<file path="src/rtl/rggen_bit_field_threshold_counter.sv">
// rtl/rggen_bit_field_threshold_counter.sv - up/down event counter with threshold hit, capture and sticky range flags
module rggen_bit_field_threshold_counter #(
    parameter int               WIDTH         = 8,
    parameter logic [WIDTH-1:0] INITIAL_VALUE = {WIDTH{1'b0}},
    parameter int               UP_WIDTH      = 1,
    parameter int               DOWN_WIDTH    = 1,
    parameter int               WRAP_AROUND   = 0,
    parameter int               USE_CLEAR     = 1
) (
    input  logic                                              i_clk,
    input  logic                                              i_rst_n,
    input  logic                                              i_sw_write_valid,
    input  logic                                              i_sw_read_valid,
    input  logic [WIDTH-1:0]                                  i_sw_mask,
    input  logic [WIDTH-1:0]                                  i_sw_write_data,
    output logic [WIDTH-1:0]                                  o_sw_read_data,
    output logic [WIDTH-1:0]                                  o_sw_value,
    input  logic                                              i_clear,
    input  logic                                              i_enable,
    input  logic [((UP_WIDTH > 0) ? UP_WIDTH : 1)-1:0]        i_up,
    input  logic [((DOWN_WIDTH > 0) ? DOWN_WIDTH : 1)-1:0]    i_down,
    input  logic [WIDTH-1:0]                                  i_threshold,
    input  logic                                              i_capture,
    output logic [WIDTH-1:0]                                  o_capture,
    input  logic                                              i_flag_clear,
    output logic [WIDTH-1:0]                                  o_count,
    output logic                                              o_hit,
    output logic                                              o_hit_event,
    output logic                                              o_overflow,
    output logic                                              o_underflow
);

    localparam int UW     = (UP_WIDTH > 0) ? UP_WIDTH : 1;
    localparam int DW     = (DOWN_WIDTH > 0) ? DOWN_WIDTH : 1;
    localparam int MAXW   = (UW > DW) ? UW : DW;
    localparam int STEP_W = $clog2(MAXW + 1) + 1;
    localparam int SUM_W  = ((WIDTH + 2) > (STEP_W + 1)) ? (WIDTH + 2) : (STEP_W + 1);

    logic [WIDTH-1:0]         count_q;
    logic [WIDTH-1:0]         count_d;
    logic [WIDTH-1:0]         capture_q;
    logic                     overflow_q;
    logic                     overflow_d;
    logic                     underflow_q;
    logic                     underflow_d;
    logic                     hit_q;

    logic [UW-1:0]            up_lanes;
    logic [DW-1:0]            down_lanes;
    logic [STEP_W-1:0]        up_total;
    logic [STEP_W-1:0]        down_total;
    logic signed [STEP_W-1:0] step;
    logic signed [SUM_W-1:0]  sum;
    logic                     clear;
    logic                     count_event;
    logic                     sum_over;
    logic                     sum_under;
    logic                     hit;
    logic                     unused_inputs;

    // A disabled direction contributes no lanes, whatever is tied to its port.
    assign up_lanes   = (UP_WIDTH > 0) ? i_up : '0;
    assign down_lanes = (DOWN_WIDTH > 0) ? i_down : '0;
    assign clear      = (USE_CLEAR != 0) && i_clear;

    always_comb begin
        up_total = '0;
        for (int i = 0; i < UW; i++) begin
            up_total = up_total + STEP_W'(up_lanes[i]);
        end
    end

    always_comb begin
        down_total = '0;
        for (int i = 0; i < DW; i++) begin
            down_total = down_total + STEP_W'(down_lanes[i]);
        end
    end

    assign step        = $signed(up_total) - $signed(down_total);
    assign sum         = $signed({{(SUM_W-WIDTH){1'b0}}, count_q})
                       + $signed({{(SUM_W-STEP_W){step[STEP_W-1]}}, step});
    assign sum_under   = sum[SUM_W-1];
    assign sum_over    = !sum[SUM_W-1] && (|sum[SUM_W-2:WIDTH]);
    assign count_event = i_enable && ((|up_lanes) || (|down_lanes));

    always_comb begin
        count_d = count_q;
        if (clear) begin
            count_d = INITIAL_VALUE;
        end else if (i_sw_write_valid) begin
            count_d = (count_q & ~i_sw_mask) | (i_sw_write_data & i_sw_mask);
        end else if (count_event) begin
            if (WRAP_AROUND != 0) begin
                count_d = sum[WIDTH-1:0];
            end else if (sum_over) begin
                count_d = '1;
            end else if (sum_under) begin
                count_d = '0;
            end else begin
                count_d = sum[WIDTH-1:0];
            end
        end
    end

    // A flag raised in the same cycle as i_flag_clear stays raised.
    always_comb begin
        overflow_d  = overflow_q;
        underflow_d = underflow_q;
        if (clear) begin
            overflow_d  = 1'b0;
            underflow_d = 1'b0;
        end else begin
            if (!i_sw_write_valid && count_event && sum_over) begin
                overflow_d = 1'b1;
            end else if (i_flag_clear) begin
                overflow_d = 1'b0;
            end
            if (!i_sw_write_valid && count_event && sum_under) begin
                underflow_d = 1'b1;
            end else if (i_flag_clear) begin
                underflow_d = 1'b0;
            end
        end
    end

    always_ff @(posedge i_clk or negedge i_rst_n) begin
        if (!i_rst_n) begin
            count_q     <= INITIAL_VALUE;
            capture_q   <= '0;
            overflow_q  <= 1'b0;
            underflow_q <= 1'b0;
            hit_q       <= 1'b0;
        end else begin
            count_q     <= count_d;
            overflow_q  <= overflow_d;
            underflow_q <= underflow_d;
            hit_q       <= hit;
            if (i_capture) begin
                capture_q <= count_q;
            end
        end
    end

    assign hit            = count_q >= i_threshold;
    assign o_hit          = hit;
    assign o_hit_event    = hit && !hit_q;
    assign o_count        = count_q;
    assign o_sw_value     = count_q;
    assign o_sw_read_data = count_q;
    assign o_capture      = capture_q;
    assign o_overflow     = overflow_q;
    assign o_underflow    = underflow_q;

    // Reads are side-effect free; lanes may be ignored when a direction is disabled.
    assign unused_inputs  = ^{i_sw_read_valid, i_up, i_down, i_clear};

endmodule

</file>
<file path="config.mk">
export PLATFORM = sky130hd
export DESIGN_NAME = rggen_bit_field_threshold_counter
export DESIGN_NICKNAME = d
export VERILOG_FILES = /design/src/rtl/rggen_bit_field_threshold_counter.sv
export SDC_FILE = /design/constraint.sdc
export NUM_CORES = 1
export LEC_CHECK = 0
export CORE_MARGIN = 2
export CORE_UTILIZATION = 39
export DETAILED_ROUTE_END_ITERATION = 6
export PLACE_DENSITY = 0.74
export SETUP_SLACK_MARGIN = 0.4
export SYNTH_ARGS = -nofsm -noshare
export SYNTH_HDL_FRONTEND = slang
export SYNTH_SLANG_ARGS = --single-unit
</file>
<file path="constraint.sdc">
create_clock -name i_clk -period 2.1 [get_ports i_clk]
set_input_delay 0.42 -clock i_clk [delete_from_list [all_inputs] [get_ports i_clk]]
set_output_delay 0.42 -clock i_clk [all_outputs]
set_load 0.02 [all_outputs]
</file>
### Word level (Yosys, flattened, before mapping)

Cells that the tools add are included.

* register bits: 19
* bits of input ports: 34
* word-level logic and storage cells: 35

* add/sub/neg operators: 2
* magnitude comparators: 1
* multiplexer cells: 10
* bitwise operators: 4
* reduce and logical (&&, ||, !) cells: 13

Operators with widths (count)
* two-way mux 8 bit: 5
* AND 8 bit: 2
* adder 9 x 2 -> 10 bit: 1
* nonzero test 3 bit: 3
* >= comparator 8 bit: 1
* inverter 8 bit: 1
* OR 8 bit: 1
* logical AND 1 bit: 6
* two-way mux 1 bit: 5
* logical NOT 1 bit: 3
* subtractor 1 x 1 -> 2 bit: 1
* logical OR 1 bit: 1

### Logic depth before layout (Yosys ltp)

Gate-level depths: netlist of the first run.

* depth after elaboration: 8
* mapped depth: 13

### Worst setup path before layout of the first run

No wires, ideal clock.

* path kind: input to register
* start point: in i_up
* end point: reg count_q[7], in the netlist o_count[7]
* arrival: 2606 ps
* required time: 1974 ps
* setup slack: -632 ps
* stages: 13
* buffers on the path: 3
* cell sequence: inv_1 -> ha_1 -> buf_6 -> clkbuf_8 -> xor2_1 -> ha_1 -> and3b_1 -> o21ai_0 -> a22o_1 -> buf_6 -> a211o_1 -> nand2_1 -> a221o_1

* cells in the longest elaborated chain, start to end: 8

Ends and longest elaborated chain
* from (decl): line 20 `input logic [((UP_WIDTH > 0) ? UP_WIDTH : 1)-1:0] i_up,`
* subtractor 1 x 1 -> 2 bit: line 80 `assign step = $signed(up_total) - $signed(down_total);`
* adder 9 x 2 -> 10 bit: line 82 `+ $signed({{(SUM_W-STEP_W){step[STEP_W-1]}}, step});`
* logical NOT 1 bit: line 84 `assign sum_over = !sum[SUM_W-1] && (|sum[SUM_W-2:WIDTH]);`
* logical AND 1 bit: line 84
* two-way mux 8 bit: line 96 `end else if (sum_over) begin`
* two-way mux 8 bit: line 93 `end else if (count_event) begin`
* two-way mux 8 bit: line 91 `end else if (i_sw_write_valid) begin`
* two-way mux 8 bit: line 89 `if (clear) begin`
* to (signal assigned): line 135 `count_q <= count_d;`
* to (decl): line 39 `logic [WIDTH-1:0] count_q;`

Several ways; a longest one is shown, not always the timed one. The select of a mux whose other input is x is not followed.
A chain may end at the register's enable or synchronous reset.

### Final worst setup path of the first run

* start point: reg count_q[0], in the netlist o_count[0]
* end point: out o_hit_event

* cells in the longest elaborated chain, start to end: 2

Ends and longest elaborated chain
* >= comparator 8 bit: line 145 `assign hit = count_q >= i_threshold;`
* logical AND 1 bit: line 147 `assign o_hit_event = hit && !hit_q;`
* to (decl): line 28 `output logic o_hit_event,`

No other way between the ends.

==> run metrics, run 1 <==
chip height=between 70 and 80 um; HP Class=input pin to async pin; maximum vdd drop=roughly 0.45 mV; Max Clock Freq=between 400 and 500 MHz; core box area=roughly 0.0047 mm^2; fillcell total=approximately 380; total track usage=a little over a fifth; asr flop ratio synth=100%; Clk pwr share=around 20%; Worst-Skew Late Latency=around 0.25 ns; final core utilization=between 60% and 70%; Worst-Margin Slew=between 0.4 and 0.5 ns; # diodes=0; wire length per cell=roughly 15 um; clock skew=about 0.0020 ns; Post-route DRC=0; io pins=70; CTS root buffer=clkbuf_8; sw power=roughly 430 uW; setup violators final=12; Net count, final=348; Vias=just under 2000; CTS tree=built; Synth Cell Area=0.00190 mm^2; met2 global-route usage=between 30% and 40%; vias in the first global route=between 1500 and 2000; Initial Util=between 40% and 50%; synthesized instance count=~210; dpl cells=between 300 and 400; critical path class=flip-flop to primary output; combinational share of power=between 40% and 50%; I/O Buffers=between 60 and 70; met3 Use GR=roughly 2.7%; critical path arrival=about 2 ns; clock sinks=19; met1 Usage GRT=between 20% and 30%; reg2reg end=o_count[5]; setup_tns=-1.64 ns; Die W=73.8 um; outcome=finished with violations; Seq. cell area=about 480 um^2; Synth cell types=57; data required time of the critical path=approximately 1.7 ns; dpl hpwl=between 4000 and 5000 um; Clock Path Buffers=2; crit path max fanout=2; reg2reg path depth=8; fin crit share=116%; Rel. slew slack=between 70% and 80%; routed wire length=5640 um; initial antenna violation count=0; final hold violations=0; commonest non-fill, non-tap cell in the layout=buf_4; clock-pin slew on the worst setup and hold paths=0.07 ns; R2R setup slack=-0.14 ns; first-pass GRT wire length=just over 9000 um; gr busiest metal=met2; YS warnings=0; PD cells=~400 mW/mm^2; GPL Wtd Cong=0.864; number of synthesized flops with an enable pin=0; startpoint types=flip-flop; fin crit period=roughly 2.4 ns; pin count of the biggest net entering global routing=20; fin cells=367; fin. max-slew vios=0; Synth area leader=dfrtp_1; Multi-input gate area=0.00134 mm^2; post-synthesis sequential area ratio=25.0%; most frequent cells in the layout=41 x buf_4, 38 x clkdlybuf4s50_1, 22 x dlygate4sd2_1; final total power=1.25 mW; First-pass DRT Iterations=4; worst r2r src=o_count[0]; Post-Syn Area per Cell=9.09 um^2; Sw Ratio=~34%; RSZ-0062 raised after global routing=yes; H-tree Lvls=1; row count=25; Power Internal=825 uW; P&R area growth vs syn=60.0%; slack of the critical path=-0.342 ns; synthesized flop and latch total=19; CTS Hold Bufs=0; Sequential Power Share=32.6%; Leakage=~1.4 nW; Max-Cap Viols=0; Die Area=about 0.0054 mm^2; CTS buffer count=3; Synth top area share=25.0%; initial drt markers=57; routed vias/inst=about 5.3; syn_nets=around 260; grt ovf=0; layout cell share with drive strength beyond 1=a little under two fifths; Post-DRT Antenna Nets=0; violated checks=negative setup slack; Area contributors post-synth=dfrtp_1 25%, ha_1 8.6%, buf_4 6.7%, mux2_2 5.3%, o21ai_0 4.7%; most common flop cell mapped by yosys=dfrtp_1; CP Capture Type=primary output
routing by layer:
metal | vias up | wire length [um]
met5 | - | 0
li1 | 944 | -
met1 | 923 | 2430
met2 | 80 | 2890
met4 | 0 | 12
met3 | 2 | 311
sequential cells by signal, indices dropped and copies added (netlist names):
signal / count
o_overflow: 1
o_capture: 8
hit_q: 1
o_underflow: 1
o_count: 8
area by class of cell:
| cell class | instances | area share [%] |
|---|---|---|
| Multi-Input combinational cell | 149 | 44.1 |
| Timing Repair Buffer | 116 | 34.1 |
| Sequential cell | 19 | 15.7 |
| Tap cell | 67 | 2.76 |
| Inverter | 12 | 1.89 |
| Clock buffer | 4 | 1.48 |
how the worst max path moves through the flow:
stage                     slack (ns)           to  startpoint  cells past startpoint
final                          -0.34  o_hit_event  o_count[0]                      9
after detailed placement       -1.05   o_count[6]        i_up                     10
after global routing           -0.48  o_hit_event  o_count[0]                      9
after CTS                      -0.37  o_hit_event  o_count[0]                      9
after floorplan                -0.32   o_overflow        i_up                     13
after global placement         -0.98   o_count[6]        i_up                     10
worst max-delay path, cell delays in order (launching register included):
cell and delay [ns]:
dfrtp_2 0.41, inv_2 0.07, ha_4 0.19, nand2b_4 0.12, a21o_1 0.14, a21o_1 0.17, a211o_1 0.25, o211ai_1 0.13
a211oi_2 0.12, buf_4 0.17
synth_stat cells, types with 3 or more instances:
cell,number
a211oi_1,3
a21boi_0,3
a21o_1,3
a21oi_1,11
a22oi_1,3
a2bb2oi_1,3
a32oi_1,7
buf_4,17
buf_6,4
clkbuf_1,3
clkbuf_8,4
dfrtp_1,19
ha_1,13
inv_1,12
mux2_2,9
nand2_1,4
nand3_1,3
nand4_1,3
nor2_1,12
nor2b_1,5
o211ai_1,4
o21ai_0,18
xor2_1,3
per-stage QoR:
stage / setup WS, ns / area [um^2] / hold slack [ns]
6_report: -0.342 / 3040 / 0.485
5_1_grt: -0.485 / 3040 / 0.529
4_1_cts: -0.368 / 3020 / 0.492
3_5_place_dp: -1.05 / 2820 / 0.466
3_3_place_gp: -0.983 / 2820 / 0.466
2_1_floorplan: -0.320 / 1950 / 0.124
cells by family after synthesis:
group | Yosys count | share of synthesized area (%)
compound gates | 74 | 28.6
fa+ha+maj | 13 | 8.56
simple gates | 49 | 15.5
flops | 19 | 25.0
mux | 9 | 5.33
xor+xnor | 4 | 1.84
buf+inv | 41 | 15.1
power groups by stage:
stage | Clock [mW] | Sequential (mW) | Combinational (mW)
6_report | 0.247 | 0.408 | 0.597
5_1_grt | 0.276 | 0.410 | 0.649
4_1_cts | 0.252 | 0.408 | 0.588
3_5_place_dp | 0 | 0.414 | 0.564
3_3_place_gp | 0 | 0.412 | 0.554
2_1_floorplan | 0 | 0.451 | 0.278
repair_timing:
item	in CTS	in global routing
resized for setup	86	16
setup endpoints to repair	37	16
setup buffers	3	0
pin swaps	20	7
No activity file was read; power rests on OpenSTA's default activity.
==> run 2, diff against run 1 <==
- ABC_CLOCK_PERIOD_IN_PS: not set -> 2100
==> results of run 2 <==
The final DEF is identical to that of run 1; final timing and power are the same.
==> run 3, diff against run 2 <==
- CORE_ASPECT_RATIO: not set -> 0.8
- CORE_MARGIN: 2 -> 4
==> run 3 against run 2 <==
Against the previous run:
- the run still ends with negative setup slack left
- worst setup slack got worse by 0.044 ns
- sequential power hardly changed
- critical path depth stayed put
- critical path type unchanged
==> run metrics, run 3 (synthesized netlist as in run 1, its figures left out) <==
Leakage=1.47 nW (was 1.44 nW); initial drt markers=224 (was 57); chip height=70.4 um (was 73.8 um); commonest non-fill, non-tap cell in the layout=buf_4 (unchanged); CP Cell Sequence=inv_2, ha_4, nand2b_4, a21o_1, a21o_1, a211o_1, o211ai_1, a211oi_2, buf_4 (unchanged); routed vias/inst=5.69 (was 5.31); critical path arrival=2.07 ns (was 2.02 ns); data required time of the critical path=1.68 ns (about the same); core box area=0.00465 mm^2 (was 0.00472 mm^2); met2 global-route usage=34.2% (was 39.5%); Post-DRT Antenna Nets=0 (unchanged); outcome=finished with violations (unchanged); vias in the first global route=1881 (was 1966); io pins=70 (unchanged); Die Area=0.00606 mm^2 (was 0.00545 mm^2); first-pass GRT wire length=9530 um (was 9160 um); maximum vdd drop=0.304 mV (was 0.451 mV); HP Class=input pin to async pin (unchanged); I/O Buffers=68 (unchanged); P&R area growth vs syn=60.4% (was 60.0%); CTS root buffer=clkbuf_8 (unchanged); fin. max-slew vios=0 (unchanged); PD cells=426 mW/mm^2 (was 412 mW/mm^2); gr busiest metal=met2 (unchanged); CTS tree=built (unchanged); row count=22 (was 25); met3 Use GR=3.77% (was 2.74%); Initial Util=40.9% (was 40.2%); crit path max fanout=2 (unchanged); H-tree Lvls=1 (unchanged); wire length per cell=18.0 um (was 15.4 um); most used cell, CP=a21o_1 (unchanged); clock-pin slew on the worst setup and hold paths=0.08 ns (was 0.07 ns); GPL Wtd Cong=0.852 (was 0.864); critical path class=flip-flop to primary output (unchanged); Seq. cell area=477 um^2 (unchanged); # diodes=0 (unchanged); CP Capture Type=primary output (unchanged); initial antenna violation count=0 (unchanged); pin count of the biggest net entering global routing=20 (unchanged); Worst-Skew Late Latency=0.27 ns (was 0.25 ns); total track usage=20.0% (was 21.8%); setup_tns=-2.73 ns (was -1.64 ns); met1 Usage GRT=25.8% (was 28.4%); Worst-Margin Slew=0.402 ns (was 0.406 ns); setup violators final=12 (unchanged); grt ovf=0 (unchanged); crit path buf inv count=2 (unchanged); Vias=2065 (was 1949); slowest stage cell on the critical path=dfrtp_2 (unchanged); CTS buffer count=3 (unchanged); fin crit share=118% (was 116%); Net count, final=351 (was 348); Clock Path Buffers=2 (unchanged); most frequent cells in the layout=46 x buf_4, 37 x clkdlybuf4s50_1, 18 x dfrtp_1, 18 x dlygate4sd2_1, 11 x nor2_1 (was 41 x buf_4, 38 x clkdlybuf4s50_1, 22 x dlygate4sd2_1); routed wire length=6550 um (was 5640 um); Post-route DRC=0 (unchanged); clock sinks=19 (unchanged); First-pass DRT Iterations=4 (unchanged); fin crit period=2.49 ns (was 2.44 ns); startpoint types=flip-flop (unchanged); Rel. slew slack=73.2% (was 72.7%); violated checks=negative setup slack (unchanged); crit-path leading delay family=compound AO/OA/AOI/OAI gates (unchanged); slack of the critical path=-0.385 ns (was -0.342 ns); Max Clock Freq=402 MHz (was 410 MHz); final total power=1.30 mW (was 1.25 mW); RSZ-0062 raised after global routing=yes (unchanged); dpl hpwl=4470 um (was 4320 um); CP peak stage delay=0.43 ns (was 0.41 ns); Die W=86.1 um (was 73.8 um); Multi-input gate area=0.00136 mm^2 (was 0.00134 mm^2); clock skew=0.00459 ns (was 0.00197 ns); Max-Cap Viols=0 (unchanged); final hold violations=0 (unchanged); layout cell share with drive strength beyond 1=41.3% (was 38.3%); fillcell total=407 (was 384)
run 3: layout make-up:
class / instances / share of cell area (%)
flip-flops and latches: 19 / 15.6
clock buffers: 3 / 1.35
well taps: 60 / 2.46
clock inverters: 1 / 0.164
inverters: 12 / 1.89
repair buffers: 119 / 34.1
multi-input cells: 149 / 44.4
run 3: metal layers:
metal | vias to the layer above | routed length (um) | part of all wire, %
li1 | 953 | - | -
met1 | 983 | 2650 | 40
met2 | 119 | 3110 | 47
met3 | 10 | 663 | 10
met4 | 0 | 127 | 1.9
met5 | - | 0 | 0
run 3: final timing paths:
kind,from,end,slack (ns),depth (start not counted)
max,o_count[0],o_hit_event,-0.39,9
min,i_rst_n,o_overflow,0.48,2
max reg2reg,o_count[0],o_count[7],-0.25,10
min reg2reg,o_overflow,o_overflow,0.50,1
max in group asynchronous,i_rst_n,o_count[0],1.38,2
min in group i_clk,o_overflow,o_overflow,0.50,1
run 3: repair_timing:
item,in CTS,in global routing
hold buffers,0,0
pin swaps,23,33
gates resized for setup,82,33
buffers inserted,2,8
setup endpoints to repair,37,16
run 3: power by group:
group          switching [mW]  internal [mW]
registers              0.0174          0.391
logic                   0.312          0.302
clock network           0.143          0.133
total                   0.473          0.826
run 3: through the flow:
| step | util, % | setup WS, ns | cells | area [um^2] | hold WS (ns) |
|---|---|---|---|---|---|
| global route | 65.5 | -0.492 | 363 | 3050 | 0.509 |
| CTS | 62.9 | -0.503 | 355 | 2930 | 0.484 |
| finish | 65.5 | -0.385 | 363 | 3050 | 0.481 |
| detailed placement | 59.6 | -1.08 | 349 | 2770 | 0.477 |
| global placement | 59.6 | -1.03 | 349 | 2770 | 0.471 |
| floorplan | - | -0.320 | 209 | 1950 | 0.124 |
